## src/rtl/seq_calc_if.sv

```systemverilog
// rtl/seq_calc_if.sv - request/result bundle between a requester and seq_calc
interface seq_calc_if #(parameter int W = 16);
  logic         start;
  logic [2:0]   OP;
  logic [W-1:0] A;
  logic [W-1:0] B;
  logic         ready;
  logic         done;
  logic [W-1:0] R;
  logic         ovf;
  logic         ovf_sticky;
  logic [W-1:0] acc;

  modport master (
    output start, OP, A, B,
    input  ready, done, R, ovf, ovf_sticky, acc
  );

  modport slave (
    input  start, OP, A, B,
    output ready, done, R, ovf, ovf_sticky, acc
  );
endinterface

```

## src/rtl/seq_calc.sv

```systemverilog
// rtl/seq_calc.sv - handshaked W-bit calculator with shift-add multiplier and accumulator
module seq_calc #(
  parameter int W = 16
) (
  input logic clk,
  input logic rst,
  seq_calc_if.slave bus
);
  localparam int CW = $clog2(W + 1);
  localparam int PW = 2 * W;
  localparam logic [PW-1:0] HALF = {{W{1'b0}}, 1'b1, {(W-1){1'b0}}};

  typedef enum logic [1:0] {IDLE, MUL, FIN} stateT;

  stateT         state, nextState;
  logic          doneReg, ovfReg, stickyReg, mSign;
  logic [W-1:0]  rReg, accReg, mA, mB;
  logic [PW-1:0] prodP;
  logic [CW-1:0] count;

  logic [W-1:0]  aluR, accNext, absA, absB, lowP, mulR;
  logic          aluOvf, mulOvf;

  assign bus.ready      = (state == IDLE);
  assign bus.done       = doneReg;
  assign bus.R          = rReg;
  assign bus.ovf        = ovfReg;
  assign bus.ovf_sticky = stickyReg;
  assign bus.acc        = accReg;

  assign absA = bus.A[W-1] ? -bus.A : bus.A;
  assign absB = bus.B[W-1] ? -bus.B : bus.B;

  // Low W bits of -P equal the negation of P's low W bits, so only those are kept.
  assign lowP   = prodP[W-1:0];
  assign mulR   = mSign ? -lowP : lowP;
  assign mulOvf = mSign ? (prodP > HALF) : (prodP > (HALF - PW'(1)));

  always_comb begin
    aluR    = '0;
    aluOvf  = 1'b0;
    accNext = accReg;
    case (bus.OP)
      3'b000: begin
        aluR   = bus.A + bus.B;
        aluOvf = (bus.A[W-1] == bus.B[W-1]) && (aluR[W-1] != bus.A[W-1]);
      end
      3'b001: begin
        aluR   = bus.A - bus.B;
        aluOvf = (bus.A[W-1] != bus.B[W-1]) && (aluR[W-1] != bus.A[W-1]);
      end
      3'b010: begin
        aluR   = bus.B - bus.A;
        aluOvf = (bus.B[W-1] != bus.A[W-1]) && (aluR[W-1] != bus.B[W-1]);
      end
      3'b011: begin
        aluR   = absA;
        aluOvf = bus.A[W-1] && absA[W-1];
      end
      3'b101: begin
        aluR    = accReg + bus.A;
        aluOvf  = (accReg[W-1] == bus.A[W-1]) && (aluR[W-1] != accReg[W-1]);
        accNext = aluR;
      end
      3'b110: begin
        aluR    = accReg - bus.A;
        aluOvf  = (accReg[W-1] != bus.A[W-1]) && (aluR[W-1] != accReg[W-1]);
        accNext = aluR;
      end
      3'b111: accNext = '0;
      default: ;
    endcase
  end

  always_comb begin
    nextState = state;
    case (state)
      IDLE:    if (bus.start && bus.OP == 3'b100) nextState = MUL;
      MUL:     if (count == CW'(1)) nextState = FIN;
      FIN:     nextState = IDLE;
      default: nextState = IDLE;
    endcase
  end

  always_ff @(posedge clk) begin
    if (rst) state <= IDLE;
    else     state <= nextState;
  end

  always_ff @(posedge clk) begin
    if (rst) begin
      doneReg   <= 1'b0;
      rReg      <= '0;
      ovfReg    <= 1'b0;
      stickyReg <= 1'b0;
      accReg    <= '0;
      mA        <= '0;
      mB        <= '0;
      mSign     <= 1'b0;
      prodP     <= '0;
      count     <= '0;
    end else begin
      doneReg <= 1'b0;
      case (state)
        IDLE: begin
          if (bus.start) begin
            if (bus.OP == 3'b100) begin
              mA    <= absA;
              mB    <= absB;
              mSign <= bus.A[W-1] ^ bus.B[W-1];
              prodP <= '0;
              count <= CW'(W);
            end else begin
              doneReg   <= 1'b1;
              rReg      <= aluR;
              ovfReg    <= aluOvf;
              accReg    <= accNext;
              stickyReg <= (bus.OP == 3'b111) ? 1'b0 : (stickyReg | aluOvf);
            end
          end
        end
        MUL: begin
          // W - count is the weight of the multiplier bit currently in mB[0].
          if (mB[0]) prodP <= prodP + ({{W{1'b0}}, mA} << (CW'(W) - count));
          mB    <= mB >> 1;
          count <= count - CW'(1);
        end
        FIN: begin
          doneReg   <= 1'b1;
          rReg      <= mulR;
          ovfReg    <= mulOvf;
          stickyReg <= stickyReg | mulOvf;
        end
        default: ;
      endcase
    end
  end
endmodule

```

## src/flat_wrapper.sv

```systemverilog
// flat-port wrapper written by rule: the top's interface ports become plain ports
module seq_calc_flat 
#(
  parameter int W = 16
)
  (clk, rst, bus_start, bus_OP, bus_A, bus_B, bus_ready, bus_done, bus_R, bus_ovf, bus_ovf_sticky, bus_acc);
  seq_calc_if #(.W(W)) bus_i ();
  input logic clk;
  input logic rst;
  input wire logic [$bits(bus_i.start)-1:0] bus_start;
  input wire logic [$bits(bus_i.OP)-1:0] bus_OP;
  input wire logic [$bits(bus_i.A)-1:0] bus_A;
  input wire logic [$bits(bus_i.B)-1:0] bus_B;
  output wire logic [$bits(bus_i.ready)-1:0] bus_ready;
  output wire logic [$bits(bus_i.done)-1:0] bus_done;
  output wire logic [$bits(bus_i.R)-1:0] bus_R;
  output wire logic [$bits(bus_i.ovf)-1:0] bus_ovf;
  output wire logic [$bits(bus_i.ovf_sticky)-1:0] bus_ovf_sticky;
  output wire logic [$bits(bus_i.acc)-1:0] bus_acc;
  assign bus_i.start = bus_start;
  assign bus_i.OP = bus_OP;
  assign bus_i.A = bus_A;
  assign bus_i.B = bus_B;
  assign bus_ready = bus_i.ready;
  assign bus_done = bus_i.done;
  assign bus_R = bus_i.R;
  assign bus_ovf = bus_i.ovf;
  assign bus_ovf_sticky = bus_i.ovf_sticky;
  assign bus_acc = bus_i.acc;
  seq_calc #(.W(W)) u_core (.clk(clk), .rst(rst), .bus(bus_i));
endmodule
```

## config.mk

```make
export PLATFORM = sky130hd
export DESIGN_NAME = seq_calc_flat
export DESIGN_NICKNAME = d
export VERILOG_FILES = /design/src/rtl/seq_calc_if.sv /design/src/rtl/seq_calc.sv /design/src/flat_wrapper.sv
export SDC_FILE = /design/constraint.sdc
export NUM_CORES = 1
export LEC_CHECK = 0
export BUFFER_PORTS_ARGS = -buffer_cell sky130_fd_sc_hd__buf_2
export CELL_PAD_IN_SITES_DETAIL_PLACEMENT = 1
export CELL_PAD_IN_SITES_GLOBAL_PLACEMENT = 2
export CORE_MARGIN = 5
export CORE_UTILIZATION = 37
export CTS_CLUSTER_SIZE = 25
export DETAILED_ROUTE_END_ITERATION = 16
export PLACE_DENSITY_LB_ADDON = 0.1
export SLEW_MARGIN = 10
export SYNTH_ARGS = -nofsm -noshare
export SYNTH_HDL_FRONTEND = slang
export SYNTH_SLANG_ARGS = --single-unit
```

## constraint.sdc

```tcl
create_clock -name clk -period 4.9 [get_ports clk]
set_input_delay 1.47 -clock clk [delete_from_list [all_inputs] [get_ports clk]]
set_output_delay 1.47 -clock clk [all_outputs]
set_load 0.01 [all_outputs]
```

==> results.md, run 1 <==
* Fin crit period at 4.66 ns
* #FFs+latches synth at 107
* Crit-path most repeated cell: mux2_2
* Slowest CP cell: ha_1
* Synth Instances at 1614
* P_int at 1880 µW
* H-tree depth at 3
* Outcome: complete, no violations
* Initial Util at 37.4%
* Drt total wl at 51200 µm
* Compound-gate portion of the synthesized area at 29.1%
* Post-synthesis adder-cell area fraction at 12.8%
* Largest net degree at the start of global routing at 83
* Worst-path fanout max at 9
* # IOs at 74
* LEAKAGE at 0.00541 µW
* Worst EP required at 5.19 ns
* First-pass GRT wire length at 78300 µm
* DRT iter0 DRCs at 653
* Net Sw Power at 1220 µW
* Part of the cycle the worst path needs at 95.1%
* Vias in the first global route at 12772
* Hold buffers post-CTS at 0
* Leading area contributor after synthesis: dfxtp_1
* Worst setup EP type: register
* Clock slew at reported path FFs at 0.09 ns
* ANT nets after route at 0
* Max-slew violations at 0
* Die W at 189 µm
* Synth Flop Type: dfxtp_1
* GRT Residual Overflow at 0
* CP peak stage delay at 0.49 ns
* Via count at 12278
* Critical path depth in cells at 17
* Port bufs at 73
* Simple logic cell fraction of the synthesized area at 21.6%
* Post-synthesis cell area at 0.0118 mm²
* Maximum clock path buffer count at 2
* Power per Cell Area at 238 mW/mm²
* Worst VDD drop at 0.178 mV
* Largest cells by area after synthesis: dfxtp_1, ha_1, nor2_1
* Net count, final at 1808
* # fillers at 3985
* Root Driver: clkbuf_16
* Hpwl dp at 40900 µm
* Synth warnings at 0
* Dpl cells at 2044
* Postcts setup bufs at 0
* DR pass1 iterations at 5
* Crit path buffers/inverters at 1
* HP Class: register to register
* Clk_skew at 0.0115 ns
* WS Path Type: register to register
* Die area at 0.0356 mm²
* Combinational Power Share at 37.1%
* CTS tree: built
* Least-Margin Pin Slew at 1.08 ns
* Setup TNS Final at 0 ns
* Hold path cells at 2
* Fmax at 215 MHz
* CTS sink cnt at 107
* Reg power frac at 30.7%
* Async SR Flop Fraction at 0%
* CP arrival at 4.95 ns
* RSZ-0062 raised after global routing: false
* R2R depth at 17
* Row count at 65
* Gates resized, CTS repair at 0
* Die Y at 189 µm
* Layout cells sized above 1 at 11.5%
* Clock network power share at 32.3%
* Syn nets at 1769
* Crit-path leading delay family: compound AO/OA/AOI/OAI gates
* XOR/XNOR share of the synthesized area at 8.61%
* Top-area cell type share of the netlist area at 18.2%
* Worst-skew pair later-pin latency at 0.39 ns
* Synth cell types at 82
* # setup viols final at 0
* Via-to-Cell Ratio at 5.96
* Slew margin rel. at 28.1%
* Max-cap violations at 0
* CTS Buf Count at 9
* Startpoint Class: register
* Layout area overhead at 10.5%
* Number of antenna violations at the first check in global routing at 4
* Per-cell routed wire length at 24.9 µm
* DRC at 0
* Main combinational cell family by area after synthesis: compound AO/OA/AOI/OAI gates
* CP Cell Sequence: inv_1, ha_1, mux2_2, mux2_2, mux2_2, nor2_1, a211oi_1, ha_1, a21oi_1, o21ai_0, o41ai_1, o31a_1, o21ai_1, a221o_1, a31oi_1, xnor2_1, a22o_1
* Number of flops mapped to enable cells by yosys at 0
* Non-Filler Instances at 2060
* Seq/Total Area, Yosys at 18.2%
* Multiplexer share of the synthesized area at 4.04%
* Synth Area per Inst at 7.31 µm²
* Gpl congestion at 0.915
* Total Routing Usage GR at 28.3%
* Inserted Diodes at 0
* Core Footprint at 0.0316 mm²
* Final Hold Viols at 0
* Switch share at 39.4%
## worst reg2reg max path, stage by stage, from the launching register on
cell and delay [ns]:
dfxtp_1 0.33, inv_1 0.09, ha_1 0.49, mux2_2 0.39
mux2_2 0.29, mux2_2 0.29, nor2_1 0.16, a211oi_1 0.11
ha_1 0.42, a21oi_1 0.17, o21ai_0 0.14, o41ai_1 0.39
o31a_1 0.31, o21ai_1 0.15, a221o_1 0.34, a31oi_1 0.22
xnor2_1 0.09, a22o_1 0.19
## power by group through the flow
stage / combinational, µW / sequential (µW) / clock [µW]
after floorplan: 735 / 960 / 0
after global placement: 1130 / 969 / 0
after detailed placement: 1140 / 970 / 0
after CTS: 1140 / 950 / 1030
after global routing: 1250 / 955 / 1050
final: 1150 / 950 / 999
## registers in the layout, indices dropped and copies added, names as in the netlist
| signal | cells |
|---|---|
| u_core.bus.R | 16 |
| u_core.bus.acc | 16 |
| u_core.bus.done | 1 |
| u_core.bus.ovf | 1 |
| u_core.bus.ovf_sticky | 1 |
| u_core.count | 5 |
| u_core.mA | 16 |
| u_core.mB | 16 |
| u_core.mSign | 1 |
| u_core.prodP | 32 |
| u_core.state | 2 |
## area by class of cell
cell class	count	area, µm²	share of cell area [%]
multi-input cells	1339	8990	69.0
inverters	73	274	2.10
clock buffers	9	225	1.73
clock inverters	7	159	1.22
repair buffers	123	743	5.70
well taps	402	503	3.86
flip-flops and latches	107	2140	16.4
## path summary, 6_finish.rpt
check / start / endpoint / slack [ns]
worst max-delay path: u_core.count[0] / u_core.prodP[30] / 0.24
worst max register to register: u_core.count[0] / u_core.prodP[30] / 0.24
worst min register to register: u_core.mB[2] / u_core.mB[2] / 0.46
worst min-delay path: u_core.mB[2] / u_core.mB[2] / 0.46
## metrics by stage
stage | worst slack, ns | hold WS (ns) | power (µW) | instance area [µm²] | utilization, %
2_1_floorplan | 0.523 | 0.436 | 1700 | 11800 | -
3_3_place_gp | 0.143 | 0.443 | 2100 | 12600 | 40.1
3_5_place_dp | 0.126 | 0.449 | 2110 | 12600 | 40.1
4_1_cts | 0.283 | 0.462 | 3120 | 13000 | 41.3
5_1_grt | 0.0246 | 0.488 | 3250 | 13000 | 41.3
6_report | 0.239 | 0.461 | 3100 | 13000 | 41.3
## cells in the final DEF (no fill, tap or decap), types with 14 or more instances in the layout
cell	Yosys	layout
o21ai_0	96	96
dfxtp_1	107	107
a31oi_1	20	20
ha_1	111	111
or3_1	16	16
o22ai_1	26	26
a22oi_1	15	15
a211oi_1	44	44
nand2_1	146	146
nand2b_1	19	19
buf_2	12	72
nor2_1	209	208
xnor2_1	89	89
nor3_1	38	38
nor2b_1	21	21
a21oi_1	138	138
inv_1	72	72
a21o_1	24	24
buf_4	5	51
a22o_1	14	14
mux2i_1	15	15
o31ai_1	19	19
o211ai_1	20	20
nand3_1	34	34
xor2_1	27	26
## kinds of logic after synthesis
group / after synthesis
buffers and inverters: 168
DFF: 107
xor gates and xnor gates: 116
AOI/OAI and AO/OA: 519
muxes: 35
adders and majority gates: 117
and+or+nand+nor: 552
## Yosys cell counts, drive strengths merged (11+ instances only)
master and n:
nor2 209, nand2 146, a21oi 138, ha 111, dfxtp 107, o21ai 100
xnor2 89, inv 72, clkbuf 71, a211oi 44, nor3 39, nand3 34
xor2 27, o22ai 26, a21o 24, buf 24, a31oi 21, nor2b 21
o211ai 20, o31ai 20, nand2b 19, or3 16, a22oi 15, mux2i 15
a22o 14, nand4 13, o21a 13, nor4 12, mux2 11
## per-layer routing
metal,vias to the layer above,track usage (%),routed length (µm)
met4,4,14.5,2840
li1,5906,-,-
met2,238,49.3,24800
met3,97,3.19,1510
met5,-,0,22
met1,6033,34.4,22100
No activity file was read; power rests on OpenSTA's default activity.
==> run 2: changes to the inputs <==
--- a/config.mk
+++ b/config.mk
@@ -5,7 +5,8 @@
 export SDC_FILE = /design/constraint.sdc
 export NUM_CORES = 1
 export LEC_CHECK = 0
-export BUFFER_PORTS_ARGS = -buffer_cell sky130_fd_sc_hd__buf_2
+export BUFFER_PORTS_ARGS = -buffer_cell sky130_fd_sc_hd__buf_4
+export CAP_MARGIN = 20
 export CELL_PAD_IN_SITES_DETAIL_PLACEMENT = 1
 export CELL_PAD_IN_SITES_GLOBAL_PLACEMENT = 2
 export CORE_MARGIN = 5
==> run 2 against run 1 <==
  * Global-route usage shrank 0.82 points
  * Combinational power about the same
  * Setup slack improved by 0.074 ns
  * Non-clock buffer count down 9
  * Largest power group unchanged
  * Clock-buffer cell count is 1 higher
==> results.md, run 2 (synthesis gave the netlist of run 1 again) <==
* Outcome: complete, no violations
* Combinational Power Share at 38.9% (+1.8 points)
* Drt total wl at 49700 µm (-2.9%)
* Reg power frac at 32.0% (+1.3 points)
* Postcts setup bufs at 0 (unchanged)
* Inserted Diodes at 0 (unchanged)
* Part of the cycle the worst path needs at 93.6% (-1.5 points)
* LEAKAGE at 0.00537 µW (-0.74%)
* Worst EP required at 5.19 ns (about the same)
* Hold path cells at 2 (unchanged)
* First-pass GRT wire length at 76800 µm (-1.8%)
* Biggest register: u_core.prodP
* Worst setup EP type: register
* Net count, final at 1799 (-0.50%)
* DRC at 0 (unchanged)
* Total Routing Usage GR at 27.5% (-0.82 points)
* GRT Residual Overflow at 0 (unchanged)
* Worst-skew pair later-pin latency at 0.39 ns (about the same)
* Register area at 0.00214 mm² (unchanged)
* CTS Buf Count at 9 (unchanged)
* P_int at 1750 µW (-6.9%)
* Gpl congestion at 0.925 (+1.1%)
* DR pass1 iterations at 5 (unchanged)
* Die area at 0.0356 mm² (unchanged)
* Fmax at 218 MHz (+1.6%)
* Slew margin rel. at 35.1% (+6.9 points)
* # fillers at 4010 (+0.63%)
* Hold WS at 0.460 ns (-0.000817 ns)
* # setup viols final at 0 (unchanged)
* Number of antenna violations at the first check in global routing at 0 (-4)
* Die Y at 189 µm (unchanged)
* Maximum clock path buffer count at 2 (unchanged)
* Core Footprint at 0.0316 mm² (unchanged)
* Worst VDD drop at 0.195 mV (+9.4%)
* CTS tree: built
* HP Class: register to register
* R2R depth at 19 (+2)
* Fin crit period at 4.59 ns (-0.0739 ns)
* Worst-path fanout max at 10 (+1)
* Via-to-Cell Ratio at 5.94 (-0.42%)
* Row count at 65 (unchanged)
* Most common cell after layout, fill and taps aside: nor2_1
* CTS sink cnt at 107 (unchanged)
* Clk_skew at 0.0128 ns (+0.00138 ns)
* Layout cells sized above 1 at 11.0% (-0.42 points)
* Port bufs at 73 (unchanged)
* Clock slew at reported path FFs at 0.08 ns (about the same)
* Worst min-delay path startpoint: u_core.mB[3]
* Max reg flops at 32 (unchanged)
* Reg-to-reg slack, setup at 0.31 ns (+0.07 ns)
* Die W at 189 µm (unchanged)
* H-tree depth at 3 (unchanged)
* Root Driver: clkbuf_16
* Net Sw Power at 1210 µW (-0.50%)
* Clock network power share at 29.0% (-3.3 points)
* Multi-input logic area at 0.00899 mm² (about the same)
* Largest net degree at the start of global routing at 37 (-55%)
* Hold endpoint: u_core.mB[3]
* CP arrival at 4.87 ns (-0.08 ns)
* Layout area overhead at 10.9%
* ANT nets after route at 0 (unchanged)
* RSZ-0062 raised after global routing: false
* Switch share at 41.0% (+1.6 points)
* Reg2reg start: u_core.count[0]
* Initial Util at 37.4% (unchanged)
* # IOs at 74 (unchanged)
* Max-cap violations at 0 (unchanged)
* Leading cell types in the layout, fill and taps excluded: nor2_1, nand2_1, a21oi_1
* Per-cell routed wire length at 24.2 µm (-2.5%)
* Startpoint Class: register
* Setup TNS Final at 0 ns (unchanged)
* Via count at 12173 (-0.86%)
* Power per Cell Area at 226 mW/mm² (-4.8%)
* DRT iter0 DRCs at 704 (+7.8%)
* Final Hold Viols at 0 (unchanged)
* WS Path Type: register to register
* Max-slew violations at 0 (unchanged)
* Hpwl dp at 40100 µm (-2.0%)
* Least-Margin Pin Slew at 0.970 ns (-0.108 ns)
* Worst R2R End: u_core.prodP[30]
* Vias in the first global route at 12578 (-1.5%)
==> run 2: worst max path at each step <==
stage                          from  cells after the start  slack, ns                to
finish              u_core.count[0]                     19       0.31  u_core.prodP[30]
global route        u_core.count[0]                     19      0.002  u_core.prodP[30]
floorplan           u_core.count[0]                     21       0.52  u_core.prodP[30]
global placement    u_core.count[0]                     17       0.20  u_core.prodP[30]
CTS                 u_core.count[0]                     17       0.16  u_core.prodP[30]
detailed placement  u_core.count[0]                     17       0.17  u_core.prodP[30]
==> run 2: power by group through the flow <==
stage	Combinational, µW	Clock (µW)	Sequential [µW]
6_report	1150	860	949
5_1_grt	1250	910	955
4_1_cts	1150	884	950
3_5_place_dp	1140	0	969
3_3_place_gp	1140	0	969
2_1_floorplan	735	0	960
==> run 2: final cells by class <==
class | instances | share of cell area [%]
Inverter | 73 | 2.09
Clock inverter | 6 | 0.640
Clock buffer | 10 | 1.83
Timing Repair Buffer | 114 | 6.54
Sequential cell | 107 | 16.4
Multi-Input combinational cell | 1339 | 68.7
Tap cell | 402 | 3.84
==> run 2: per-stage QoR <==
stage	area (µm²)	cells	utilization, %	setup slack (ns)	total power [µW]
3_3_place_gp	12800	2035	40.4	0.204	2110
3_5_place_dp	12800	2035	40.4	0.169	2110
6_report	13100	2051	41.5	0.313	2960
2_1_floorplan	11800	1614	-	0.523	1700
4_1_cts	13100	2051	41.5	0.159	2980
5_1_grt	13100	2051	41.5	0.00193	3120
==> run 2: layer usage <==
layer | track usage, % | routed length, µm
met4 | 7.48 | 1420
met3 | 2.83 | 1480
met5 | 0 | 0
met2 | 50.0 | 25000
met1 | 34.6 | 21900
==> run 2: timing repair <==
| item | CTS | global route |
|---|---|---|
| setup endpoints to repair | 0 | 3 |
| endpoints found under the hold margin | 0 | 0 |
| resized for setup | 0 | 1 |
| hold buffers | 0 | 0 |
==> run 2: critical path: stages (launching register included) <==
cell	delay, ns
dfxtp_1	0.33
inv_1	0.10
ha_1	0.48
buf_4	0.24
mux2i_1	0.26
a21oi_1	0.13
nand2_1	0.09
nand2_1	0.06
o21ai_0	0.36
nor2_1	0.12
ha_1	0.38
and4_1	0.24
nor2b_1	0.13
o41ai_1	0.27
o31a_1	0.30
o21ai_1	0.15
a221o_1	0.36
a31oi_1	0.20
xnor2_1	0.08
a22o_1	0.19
